### src/rtl/mips_pkg.sv
// Shared MIPS definitions for the multiply/divide unit: op encodings, FSM states and decode helpers.
package mips_pkg;

    localparam int MDU_WIDTH = 32;

    localparam logic [1:0] MDU_MULT  = 2'b00;
    localparam logic [1:0] MDU_MULTU = 2'b01;
    localparam logic [1:0] MDU_DIV   = 2'b10;
    localparam logic [1:0] MDU_DIVU  = 2'b11;

    typedef enum logic [1:0] {
        IDLE = 2'd0,
        CALC = 2'd1,
        FIX  = 2'd2
    } mdu_state_t;

    function automatic logic opIsDiv(input logic [1:0] op);
        return op[1];
    endfunction

    function automatic logic opIsSigned(input logic [1:0] op);
        return ~op[0];
    endfunction

endpackage

### src/rtl/mdu_datapath.sv
// Datapath of the multiply/divide unit: operand magnitudes, one shift-add or restoring-divide
// iteration per step, and the final sign correction presented to the HI/LO registers.
module mdu_datapath
    import mips_pkg::*;
#(
    parameter int WIDTH = MDU_WIDTH
) (
    input  logic             i_clk,
    input  logic             i_rst,
    input  logic             i_load,
    input  logic             i_step,
    input  logic [1:0]       i_op,
    input  logic [WIDTH-1:0] i_a,
    input  logic [WIDTH-1:0] i_b,
    output logic             o_divZero,
    output logic [WIDTH-1:0] o_hiRes,
    output logic [WIDTH-1:0] o_loRes
);

    logic [WIDTH-1:0]   r_upper;
    logic [WIDTH-1:0]   r_lower;
    logic [WIDTH-1:0]   r_operand;
    logic               r_signA;
    logic               r_signB;
    logic               r_isDiv;
    logic               r_divZero;

    logic               w_signedOp;
    logic               w_signA;
    logic               w_signB;
    logic [WIDTH-1:0]   w_magA;
    logic [WIDTH-1:0]   w_magB;
    logic [WIDTH-1:0]   w_addend;
    logic [WIDTH:0]     w_sum;
    logic [WIDTH:0]     w_shifted;
    logic               w_fits;
    logic [WIDTH-1:0]   w_diff;
    logic [2*WIDTH-1:0] w_product;
    logic [2*WIDTH-1:0] w_prodFix;
    logic [WIDTH-1:0]   w_quotFix;
    logic [WIDTH-1:0]   w_remFix;

    // The magnitude of the most negative value still fits in WIDTH unsigned bits.
    assign w_signedOp = opIsSigned(i_op);
    assign w_signA    = w_signedOp & i_a[WIDTH-1];
    assign w_signB    = w_signedOp & i_b[WIDTH-1];
    assign w_magA     = w_signA ? -i_a : i_a;
    assign w_magB     = w_signB ? -i_b : i_b;
    assign o_divZero  = opIsDiv(i_op) && (i_b == '0);

    assign w_addend  = r_lower[0] ? r_operand : '0;
    assign w_sum     = {1'b0, r_upper} + {1'b0, w_addend};

    // Trial subtract only needs the carry-out bit of the shifted remainder for the compare.
    assign w_shifted = {r_upper, r_lower[WIDTH-1]};
    assign w_fits    = (w_shifted >= {1'b0, r_operand});
    assign w_diff    = w_shifted[WIDTH-1:0] - r_operand;

    assign w_product = {r_upper, r_lower};
    assign w_prodFix = (r_signA ^ r_signB) ? -w_product : w_product;
    assign w_quotFix = (r_signA ^ r_signB) ? -r_lower : r_lower;
    assign w_remFix  = r_signA ? -r_upper : r_upper;

    always_comb begin
        o_hiRes = w_prodFix[2*WIDTH-1:WIDTH];
        o_loRes = w_prodFix[WIDTH-1:0];
        if (r_divZero) begin
            o_hiRes = r_lower;
            o_loRes = '1;
        end else if (r_isDiv) begin
            o_hiRes = w_remFix;
            o_loRes = w_quotFix;
        end
    end

    // Multiply keeps the multiplier in the low half; divide keeps the dividend there as it
    // shifts into the remainder and the quotient bits fill in from the bottom.
    always_ff @(posedge i_clk or posedge i_rst) begin
        if (i_rst) begin
            r_upper   <= '0;
            r_lower   <= '0;
            r_operand <= '0;
            r_signA   <= 1'b0;
            r_signB   <= 1'b0;
            r_isDiv   <= 1'b0;
            r_divZero <= 1'b0;
        end else if (i_load) begin
            r_upper   <= '0;
            r_signA   <= w_signA;
            r_signB   <= w_signB;
            r_isDiv   <= opIsDiv(i_op);
            r_divZero <= o_divZero;
            if (opIsDiv(i_op)) begin
                r_lower   <= o_divZero ? i_a : w_magA;
                r_operand <= w_magB;
            end else begin
                r_lower   <= w_magB;
                r_operand <= w_magA;
            end
        end else if (i_step) begin
            if (r_isDiv) begin
                r_upper <= w_fits ? w_diff : w_shifted[WIDTH-1:0];
                r_lower <= {r_lower[WIDTH-2:0], w_fits};
            end else begin
                r_upper <= w_sum[WIDTH:1];
                r_lower <= {w_sum[0], r_lower[WIDTH-1:1]};
            end
        end
    end

endmodule

### src/rtl/mdu_sequencer.sv
// Multi-cycle MULT/MULTU/DIV/DIVU sequencer: FSM, iteration counter, busy/done handshake
// and the architectural HI/LO registers.
module mdu_sequencer
    import mips_pkg::*;
#(
    parameter int WIDTH = MDU_WIDTH
) (
    input  logic             i_clk,
    input  logic             i_rst,
    input  logic             i_start,
    input  logic [1:0]       i_op,
    input  logic [WIDTH-1:0] i_a,
    input  logic [WIDTH-1:0] i_b,
    input  logic             i_flush,
    output logic             o_busy,
    output logic             o_done,
    output logic [WIDTH-1:0] o_hi,
    output logic [WIDTH-1:0] o_lo
);

    localparam int CW = (WIDTH > 1) ? $clog2(WIDTH) : 1;

    mdu_state_t       r_state;
    logic [CW-1:0]    r_count;
    logic [WIDTH-1:0] r_hi;
    logic [WIDTH-1:0] r_lo;
    logic             r_done;

    logic             w_load;
    logic             w_step;
    logic             w_divZero;
    logic [WIDTH-1:0] w_hiRes;
    logic [WIDTH-1:0] w_loRes;

    assign w_load = (r_state == IDLE) && i_start && !i_flush;
    assign w_step = (r_state == CALC) && !i_flush;

    assign o_busy = (r_state != IDLE);
    assign o_done = r_done;
    assign o_hi   = r_hi;
    assign o_lo   = r_lo;

    mdu_datapath #(
        .WIDTH(WIDTH)
    ) u_datapath (
        .i_clk    (i_clk),
        .i_rst    (i_rst),
        .i_load   (w_load),
        .i_step   (w_step),
        .i_op     (i_op),
        .i_a      (i_a),
        .i_b      (i_b),
        .o_divZero(w_divZero),
        .o_hiRes  (w_hiRes),
        .o_loRes  (w_loRes)
    );

    // Divide by zero skips CALC entirely; a flush in FIX beats the commit so HI/LO never see it.
    always_ff @(posedge i_clk or posedge i_rst) begin
        if (i_rst) begin
            r_state <= IDLE;
            r_count <= '0;
            r_hi    <= '0;
            r_lo    <= '0;
            r_done  <= 1'b0;
        end else begin
            r_done <= 1'b0;
            case (r_state)
                IDLE: begin
                    if (w_load) begin
                        r_count <= CW'(WIDTH - 1);
                        if (w_divZero) begin
                            r_state <= FIX;
                        end else begin
                            r_state <= CALC;
                        end
                    end
                end
                CALC: begin
                    if (i_flush) begin
                        r_state <= IDLE;
                    end else if (r_count == '0) begin
                        r_state <= FIX;
                    end else begin
                        r_count <= r_count - CW'(1);
                    end
                end
                FIX: begin
                    r_state <= IDLE;
                    if (!i_flush) begin
                        r_hi   <= w_hiRes;
                        r_lo   <= w_loRes;
                        r_done <= 1'b1;
                    end
                end
                default: begin
                    r_state <= IDLE;
                end
            endcase
        end
    end

endmodule

### config.mk
export PLATFORM = sky130hd
export DESIGN_NAME = mdu_sequencer
export DESIGN_NICKNAME = d
export VERILOG_FILES = /design/src/rtl/mips_pkg.sv /design/src/rtl/mdu_datapath.sv /design/src/rtl/mdu_sequencer.sv
export SDC_FILE = /design/constraint.sdc
export NUM_CORES = 1
export LEC_CHECK = 0
export CORE_MARGIN = 3
export CORE_UTILIZATION = 49
export DETAILED_ROUTE_END_ITERATION = 8
export PLACE_DENSITY = 0.72
export SKIP_CTS_REPAIR_TIMING = 1
export SLEW_MARGIN = 30
export SYNTH_ARGS = -nofsm -noshare
export SYNTH_HDL_FRONTEND = slang
export SYNTH_SLANG_ARGS = --single-unit
export TNS_END_PERCENT = 30
### constraint.sdc
create_clock -name i_clk -period 9 [get_ports i_clk]
set_input_delay 2.7 -clock i_clk [delete_from_list [all_inputs] [get_ports i_clk]]
set_output_delay 2.7 -clock i_clk [all_outputs]
set_load 0.02 [all_outputs]
## Word-level counts from Yosys, hierarchy flattened

Index checks and enable logic that the tools add are counted.

| operators by class | value |
|---|---|
| add/subtract/negate cells | 8 |
| $lt $le $gt $ge | 1 |
| equality and inequality tests | 6 |
| multiplexer cells | 31 |
| bitwise gates (word level) | 5 |
| reduce and logical (&&, ||, !) cells | 14 |

Operators with widths:

| cell | count |
|---|---|
| $mux W32 | 19 |
| $neg A32 Y32 | 4 |
| $mux W64 | 1 |
| $neg A64 Y64 | 1 |
| $add A32 B32 Y33 | 1 |
| $ge A33 B32 Y1 | 1 |
| $logic_not A32 Y1 | 1 |
| $sub A32 B32 Y32 | 1 |
| $mux W5 | 3 |
| $pmux W5 S2 | 1 |
| $mux W2 | 4 |
| $reduce_bool A2 Y1 | 3 |
| $logic_not A5 Y1 | 1 |
| $sub A5 B1 Y5 const B | 1 |
| $logic_and A1 B1 Y1 | 4 |
| $ne A2 B2 Y1 const B | 2 |
| $pmux W2 S2 | 1 |
| $reduce_and A2 Y1 | 2 |
| $reduce_and A4 Y1 | 1 |
| $ne A3 B2 Y1 const B | 1 |
| $and A1 B1 Y1 | 2 |
| $eq A2 B1 Y1 const B | 1 |
| $eq A2 B2 Y1 const B | 1 |
| $logic_not A2 Y1 | 1 |
| other kinds (5) | 7 |

| word-level totals | value |
|---|---|
| flip-flop bits (word level) | 172 |
| bits of input ports | 70 |
| output and inout port bits | 66 |
| word-level logic and storage cells | 77 |

## Depth between registers and ports, before layout

Gate-level depths: netlist of run 1.

| depth | value |
|---|---|
| depth after elaboration | 6 |
| gate-level depth with buffers | 14 |
| depth with buffers taken out | 13 |

## By module

Synthesis of run 1 repeated with hierarchy kept, for this count alone.

| second synthesis, totals | value |
|---|---|
| cell total of the unflattened synthesis | 2,028 |
| area, all modules | 16,375.7 um^2 |

By module, submodules not included:

| module | instances | cells an instance | area each (um^2) | sequential area each (um^2) |
|---|---|---|---|---|
| mdu_datapath | 1 | 1,854 | 13,329.0 | 2,502.4 |
| mdu_sequencer | 1 | 174 | 3,046.7 | 1,801.7 |

## Worst setup path after synthesis of run 1

OpenSTA, ideal clock, no wires.

| timing path | value |
|---|---|
| kind | input -> register |
| start | in i_a[1] |
| end | reg u_datapath.r_operand[24] |
| library setup time | 0.133 ns |
| arrival | 4.997 ns |
| data required time | 8.867 ns |
| path slack | 3.871 ns |
| stages on the path | 11 |
| buffers on the path | 0 |
| cell sequence | inv_1 ha_1 or3b_4 or3_4 or4_4 o31ai_4 and2_4 xor2_2 nor2_1 a211oi_1 a21oi_1 |

| on the way | value |
|---|---|
| word-level cells in the longest chain between the ends | 3 |

RTL lines:

| what | line | RTL |
|---|---|---|
| from (decl) | mdu_sequencer.sv:12 | `input logic [WIDTH-1:0] i_a,` |
| $neg A32 Y32 | mdu_datapath.sv:47 | `assign w_magA = w_signA ? -i_a : i_a;` |
| $mux W32 | mdu_datapath.sv:47 |  |
| $mux W32 | mdu_datapath.sv:93 | `if (opIsDiv(i_op)) begin` |
| to (signal assigned) | mdu_datapath.sv:95 | `r_operand <= w_magB;` |
| to (signal assigned) | mdu_datapath.sv:98 | `r_operand <= w_magA;` |
| to (decl) | mdu_datapath.sv:22 | `logic [WIDTH-1:0] r_operand;` |

Every way passes these cells.
A chain may end at the register's enable or synchronous reset.

## Worst setup path after layout of run 1

| timing path | value |
|---|---|
| start | in i_b[5] |
| end | reg u_datapath.r_lower[11] |

| on the way | value |
|---|---|
| word-level cells in the longest chain between the ends | 5 |
| elaborated cells between the ends (all ways) | 7 |
| those cells by class | add/sub: 1; mux: 4; reduce/logical: 2 |

RTL lines:

| what | line | RTL |
|---|---|---|
| from (decl) | mdu_sequencer.sv:13 | `input logic [WIDTH-1:0] i_b,` |
| parallel branches: the longest is 3 deep, another holds $neg A32 Y32 | - |  |
| $mux W32 (*) | mdu_datapath.sv:93 |  |
| $mux W32 (*) | mdu_datapath.sv:87 | `end else if (i_load) begin` |
| to (signal assigned) | mdu_datapath.sv:94 | `r_lower <= o_divZero ? i_a : w_magA;` |
| to (signal assigned) | mdu_datapath.sv:97 | `r_lower <= w_magB;` |
| to (signal assigned) | mdu_datapath.sv:103 | `r_lower <= {r_lower[WIDTH-2:0], w_fits};` |
| to (decl) | mdu_datapath.sv:21 | `logic [WIDTH-1:0] r_lower;` |

Mark *: on every way between the ends.

==> flow_summary.json, run 1 <==
{
  "outcome": "complete, no violations",
  "grt-ovfl-total": 0,
  "worstHoldStart": "o_hi[5]",
  "core_area_sq_mm": 0.0301,
  "ys_seq_elements": 172,
  "yosysWarnings": 0,
  "vdd_ir_drop_max_mv": 0.171,
  "drt_iter0_drc": 1571,
  "vias": 15100,
  "finalWeightedCongestion": 0.971,
  "final_cell_count_no_fill": 2392,
  "placed_cell_area_sq_mm": 0.0168,
  "hpwl_um": 40100,
  "setup_viol": 0,
  "holdCritPathClass": "flop to flop",
  "fin_skew_ns": 0.0134,
  "synth-edff-count": 0,
  "relSlewSlack_pct": 34.6,
  "first_pass_iters": 5,
  "cts_tree": "built",
  "grt_max_degree": 103,
  "synth_area_sq_mm": 0.0152,
  "synth_cells": 1938,
  "grt_antenna_before_repair": 0,
  "clk_latency_ns": 0.46,
  "nets": 2131,
  "num_rows": 63,
  "port_buffers": 135,
  "cts.sinks": 172,
  "die_w_um": 182,
  "cp_max_fo": 12,
  "required_ns": 9.34,
  "grt.total_usage_pct": 31.7,
  "synthArstFlopShare_pct": 100,
  "worst-setup-path-type": "input port to flop",
  "clockBufferDepth": 2,
  "synth.distinct_cells": 88,
  "drc": 0,
  "setup_tns_ns": 0,
  "cellLeakagePower_nw": 7.53,
  "avgRoutedWirePerCell_um": 22.4,
  "syn_area_per_cell_sq_um": 7.86,
  "routed_via_density": 6.33,
  "ant_nets": 0,
  "final_cell_area_sq_mm": 0.0174,
  "startpoint": "i_b[5]",
  "cts_root_buf": "clkbuf_16",
  "grt_pass1_vias": 14200,
  "dp_cells": 2360,
  "drt-total-wl_um": 53500,
  "slew_viol_final": 0,
  "final_core_util_pct": 57.8,
  "ioPinCount": 136,
  "max_freq_mhz": 167,
  "start_util_pct": 50.6,
  "synth_fp_nets": 2080,
  "path_clk_slew_ns": 0.07,
  "ys_seq_area_share_pct": 28.2,
  "synthFlopType": "dfrtp_1",
  "worst-slew-pin-transition_ns": 0.982,
  "fin_crit_sh_pct": 66.6,
  "power_density_mw_per_mm2": 277,
  "start_kind": "input port",
  "cp-end-kind": "flop",
  "hold_viol": 0,
  "arrival_ns": 6.33,
  "cts_made_buffers": 17,
  "fin_crit_ns": 5.99,
  "grt_pass1_wl_um": 82900,
  "r2r-start": "u_datapath.r_lower[0]",
  "cap_violations": 0,
  "finalPower_w": 0.00482,
  "h-tree-depth": 4,
  "final_layout_size_suffix_gt1_share_pct": 5.59,
  "die_h_um": 182,
  "dieArea_sq_mm": 0.0332,
  "diodes": 0,
  "rsz0062_at_grt": "no",
  "area_growth_pct": 14.2
}
-- where the power goes --
group / leakage [nW] / switching [W] / internal, W / total, W
combinational: 5.00 / 0.00159 / 0.00112 / 0.00271
clock: 0.302 / 0.000349 / 0.000454 / 0.000803
sequential: 2.23 / 0.000392 / 0.000915 / 0.00131
-- state kept, by name (all words and copies together) (netlist names) --
signal,flops
u_datapath.r_operand,32
o_hi,32
u_datapath.r_isDiv,1
o_lo,32
u_datapath.r_signB,1
u_datapath.r_lower,32
r_state,2
o_done,1
u_datapath.r_upper,32
r_count,5
u_datapath.r_signA,1
u_datapath.r_divZero,1
-- layer usage --
layer	wire (um)	global-route usage [%]
met2	23600	49.3
met3	4630	5.72
met4	2260	13.2
met1	23000	43.6
met5	0	0
-- cell families (layout without fill, tap and decap cells) --
group / count (synthesis) / count (layout) / synth area share (%)
xor gates and xnor gates: 191 / 191 / 11.0
AOI/OAI and AO/OA: 639 / 639 / 26.1
buffers and inverters: 196 / 260 / 4.96
adders and majority gates: 72 / 72 / 6.01
and+or+nand+nor: 605 / 605 / 19.4
DFF: 172 / 172 / 28.2
muxes: 63 / 63 / 4.19
-- critical path, cell delays in order --
cell and delay, ns:
clkdlybuf4s50_1 0.48, nor4_1 0.46, nor4b_1 0.59, nand4_1 0.33, nor2_1 0.72, nor2_1 0.40, nand2_1 0.18, xor2_1 0.15
nand2_1 0.07, a22o_1 0.25
-- Yosys cell counts (all sizes together) (11+ instances only) --
library cell    n  area, sq um
or2            11         68.8
o31ai          20          169
nor3           29          145
a31oi          18          119
nor2b          15         93.8
xnor2         109          955
o211ai         38          285
dfrtp         172         4300
a211oi         19          148
nand3          23          115
clkbuf        106          398
and3           32          200
and2           13         83.8
buf            18         87.6
nand2         174          658
o41ai          12          135
mux2i          57          571
nand2b         19          119
o21ai         183          931
inv            72          270
ha             70          876
nor4           27          203
o221ai         11         96.3
a21oi         204         1020
nor2          194          738
a21o           40          300
nand4          16          115
or3            18          119
xor2           82          726
-- cell usage in the layout (no fill, tap or decap), drive strengths merged, types with 38 or more instances in the layout --
master         count
a21oi            204
nor2             194
o21ai            183
nand2            174
dfrtp            172
clkdlybuf4s50    134
xnor2            109
xor2              82
inv               76
ha                70
mux2i             57
a21o              40
o211ai            38
-- worst paths after layout --
kind | endpoint | slack [ns] | cells past startpoint
setup / recovery | u_datapath.r_lower[11] | 3.01 | 10
hold / removal | o_hi[5] | 0.48 | 2
setup reg to reg | u_datapath.r_upper[28] | 4.69 | 13
hold reg to reg | o_hi[5] | 0.48 | 2
max in group asynchronous | o_hi[21] | 5.21 | 3
min in group asynchronous | o_done | 2.64 | 2
-- stage by stage --
| stage | hold slack [ns] | setup WS (ns) |
|---|---|---|
| floorplan | 0.450 | 1.64 |
| global placement | 0.463 | 2.78 |
| detailed placement | 0.471 | 2.72 |
| CTS | 0.486 | 3.17 |
| global route | 0.514 | 2.81 |
| finish | 0.476 | 3.01 |
-- cell type report --
cell class,instances,area (sq um)
fill,2819,12700
multi-input combinational,1570,10200
clock inverter,13,163
inverter,72,275
tap,390,488
clock buffer,19,453
sequential,172,4310
timing repair buffer,156,1510
(Power assumes the default switching activity.)
==> run 2, diff against run 1 <==
--- a/config.mk
+++ b/config.mk
@@ -8,7 +8,7 @@
 export CORE_MARGIN = 3
 export CORE_UTILIZATION = 49
 export DETAILED_ROUTE_END_ITERATION = 8
-export PLACE_DENSITY = 0.72
+export PLACE_DENSITY = 0.74
 export SKIP_CTS_REPAIR_TIMING = 1
 export SLEW_MARGIN = 30
 export SYNTH_ARGS = -nofsm -noshare
==> constraint.sdc (replaced) <==
create_clock -name i_clk -period 5.1 [get_ports i_clk]
set_input_delay 1.53 -clock i_clk [delete_from_list [all_inputs] [get_ports i_clk]]
set_output_delay 1.53 -clock i_clk [all_outputs]
set_load 0.02 [all_outputs]
==> run 2 against run 1 <==
Combinational power grew 83%. Non-clock buffer count grew 23. Sequential share of layout area shrank 0.32 points. First-iteration DRC count grew 23%. Count of clock-buffer cells in the layout shrank 2. Utilization grew 0.76 points. Die area is the same. Power grew 81%. Clock power grew 83%. Via count grew 2.7%. Design area grew 1.3%. Critical endpoint is now u_datapath.r_lower[17].
==> flow_summary.json, run 2 (synthesis gave the netlist of run 1 again) <==
{
  "arrival_ns": 4.67,
  "critPathMaxStageDelay_ns": 0.53,
  "rsz0062_at_grt": "no",
  "final_layout_size_suffix_gt1_share_pct": 6.62,
  "grt.total_usage_pct": 32.1,
  "ant_nets": 0,
  "ff2ff_path_depth": 13,
  "fin_skew_ns": 0.0214,
  "crit_family": "simple AND/OR/NAND/NOR gates",
  "grt-ovfl-total": 0,
  "outcome": "complete, no violations",
  "grt_max_degree": 102,
  "power_density_mw_per_mm2": 494,
  "cts.sinks": 172,
  "vias": 15500,
  "grt_pass1_wl_um": 84000,
  "p_clk_share_pct": 16.8,
  "cp-end-kind": "flop",
  "slew_viol_final": 0,
  "cp.depth": 10,
  "fin_crit_sh_pct": 85.0,
  "worstPathCellList": "clkdlybuf4s50_1, nor4_1, nor4b_1, nand4_1, or2_1, nand2_2, nor2_1, xnor2_1, o22ai_1, a21o_1",
  "cap_violations": 0,
  "drt_iter0_drc": 1937,
  "final_common_cell": "a21oi_1",
  "cts_made_buffers": 17,
  "h-tree-depth": 4,
  "path_clk_slew_ns": 0.08,
  "cellLeakagePower_nw": 7.66,
  "max_freq_mhz": 231,
  "ioPinCount": 136,
  "cts_root_buf": "clkbuf_16",
  "die_w_um": 182,
  "layout_common_cells": "204 x a21oi_1, 191 x nor2_1, 172 x nand2_1",
  "nets": 2154,
  "comb_power_share_pct": 57.1,
  "worst-setup-path-type": "input port to flop",
  "holdWs_ns": 0.488,
  "hold_viol": 0,
  "avgRoutedWirePerCell_um": 22.8,
  "first_pass_iters": 6,
  "num_rows": 63,
  "finalWeightedCongestion": 0.964,
  "routed_via_density": 6.44,
  "worst-slew-pin-transition_ns": 1.00,
  "die_h_um": 182,
  "fin_crit_ns": 4.33,
  "cp_max_fo": 10,
  "worst_path_max_delay_cell": "nor4b_1",
  "grt_pass1_vias": 14400,
  "switching_share_pct": 50.3,
  "setup_tns_ns": 0,
  "hpwl_um": 41700,
  "holdCritPathClass": "flop to flop",
  "crit_end": "u_datapath.r_lower[17]",
  "start_kind": "input port",
  "nFillCells": 2742,
  "path_buf_inv": 1,
  "clockBufferDepth": 2,
  "holdPathStages": 2,
  "p_int_w": 0.00433,
  "start_util_pct": 50.6,
  "relSlewSlack_pct": 33.2,
  "r2r-start": "u_datapath.r_lower[0]",
  "area_growth_pct": 15.7,
  "finalPower_w": 0.00871,
  "worstHoldStart": "o_hi[8]",
  "startpoint": "i_b[5]",
  "seqPwrFrac_pct": 26.0,
  "setup_viol": 0,
  "core_area_sq_mm": 0.0301,
  "grt_antenna_before_repair": 1,
  "clk_latency_ns": 0.46,
  "final_core_util_pct": 58.5,
  "dieArea_sq_mm": 0.0332,
  "vdd_ir_drop_max_mv": 0.237,
  "rr_endpoint": "u_datapath.r_upper[21]",
  "cts_tree": "built",
  "p_switching_w": 0.00438,
  "port_buffers": 135,
  "r2r_slack_ns": 0.81,
  "drt-total-wl_um": 55000,
  "required_ns": 5.43,
  "drc": 0
}
run 2: cell types whose count changed in the layout (fill, tap and decap cells not counted), sizes merged:
cell and delta:
buf +23, bufinv -3, clkbuf -2, clkinv +1, clkinvlp -1, diode +1, inv +5
run 2: per-stage QoR:
stage	cells	setup slack [ns]	cell area, sq um
6_report	2416	0.766	17600
5_1_grt	2416	0.610	17600
4_1_cts	2415	0.892	17600
3_5_place_dp	2383	0.450	17000
3_3_place_gp	2383	0.468	17000
2_1_floorplan	1938	1.14	15200
run 2: layout make-up:
type	count	area, sq um	share of cell area, %
antenna	1	2.50	0.0142
clock buffer	17	425	2.41
clock inverter	15	230	1.31
inverter	72	274	1.55
multi-input combinational	1570	10200	57.9
sequential	172	4310	24.4
tap	390	488	2.77
timing repair buffer	179	1700	9.65
run 2: how the worst min path moves through the flow:
stage,end,slack (ns)
final,o_hi[8],0.49
after global routing,o_hi[5],0.52
after CTS,o_hi[5],0.49
after detailed placement,o_hi[5],0.47
after global placement,o_hi[4],0.46
after floorplan,u_datapath.r_operand[12],0.45
run 2: worst reg2reg max path, stage by stage (launching register included):
cell and delay [ns]:
dfrtp_1 0.39, inv_1 0.50, buf_4 0.30, nor2_1 0.06, ha_1 0.33, o211ai_1 0.10
a21oi_1 0.10, o311ai_0 0.63, a21oi_1 0.28, a211o_1 0.45, a21oi_1 0.38, o21ai_0 0.19
xnor2_1 0.31, o221ai_1 0.15
run 2: power groups by stage:
stage | logic, W | clock network [W] | registers [W]
after floorplan | 0.00370 | 0 | 0.00192
after global placement | 0.00475 | 0 | 0.00224
after detailed placement | 0.00481 | 0 | 0.00225
after CTS | 0.00486 | 0.00147 | 0.00223
after global routing | 0.00540 | 0.00152 | 0.00228
final | 0.00497 | 0.00147 | 0.00227
run 2: routing by layer:
metal,routed length [um],track usage (%)
met1,23400,45.1
met5,0,0
met3,5250,6.68
met4,2700,14.3
met2,23700,47.8
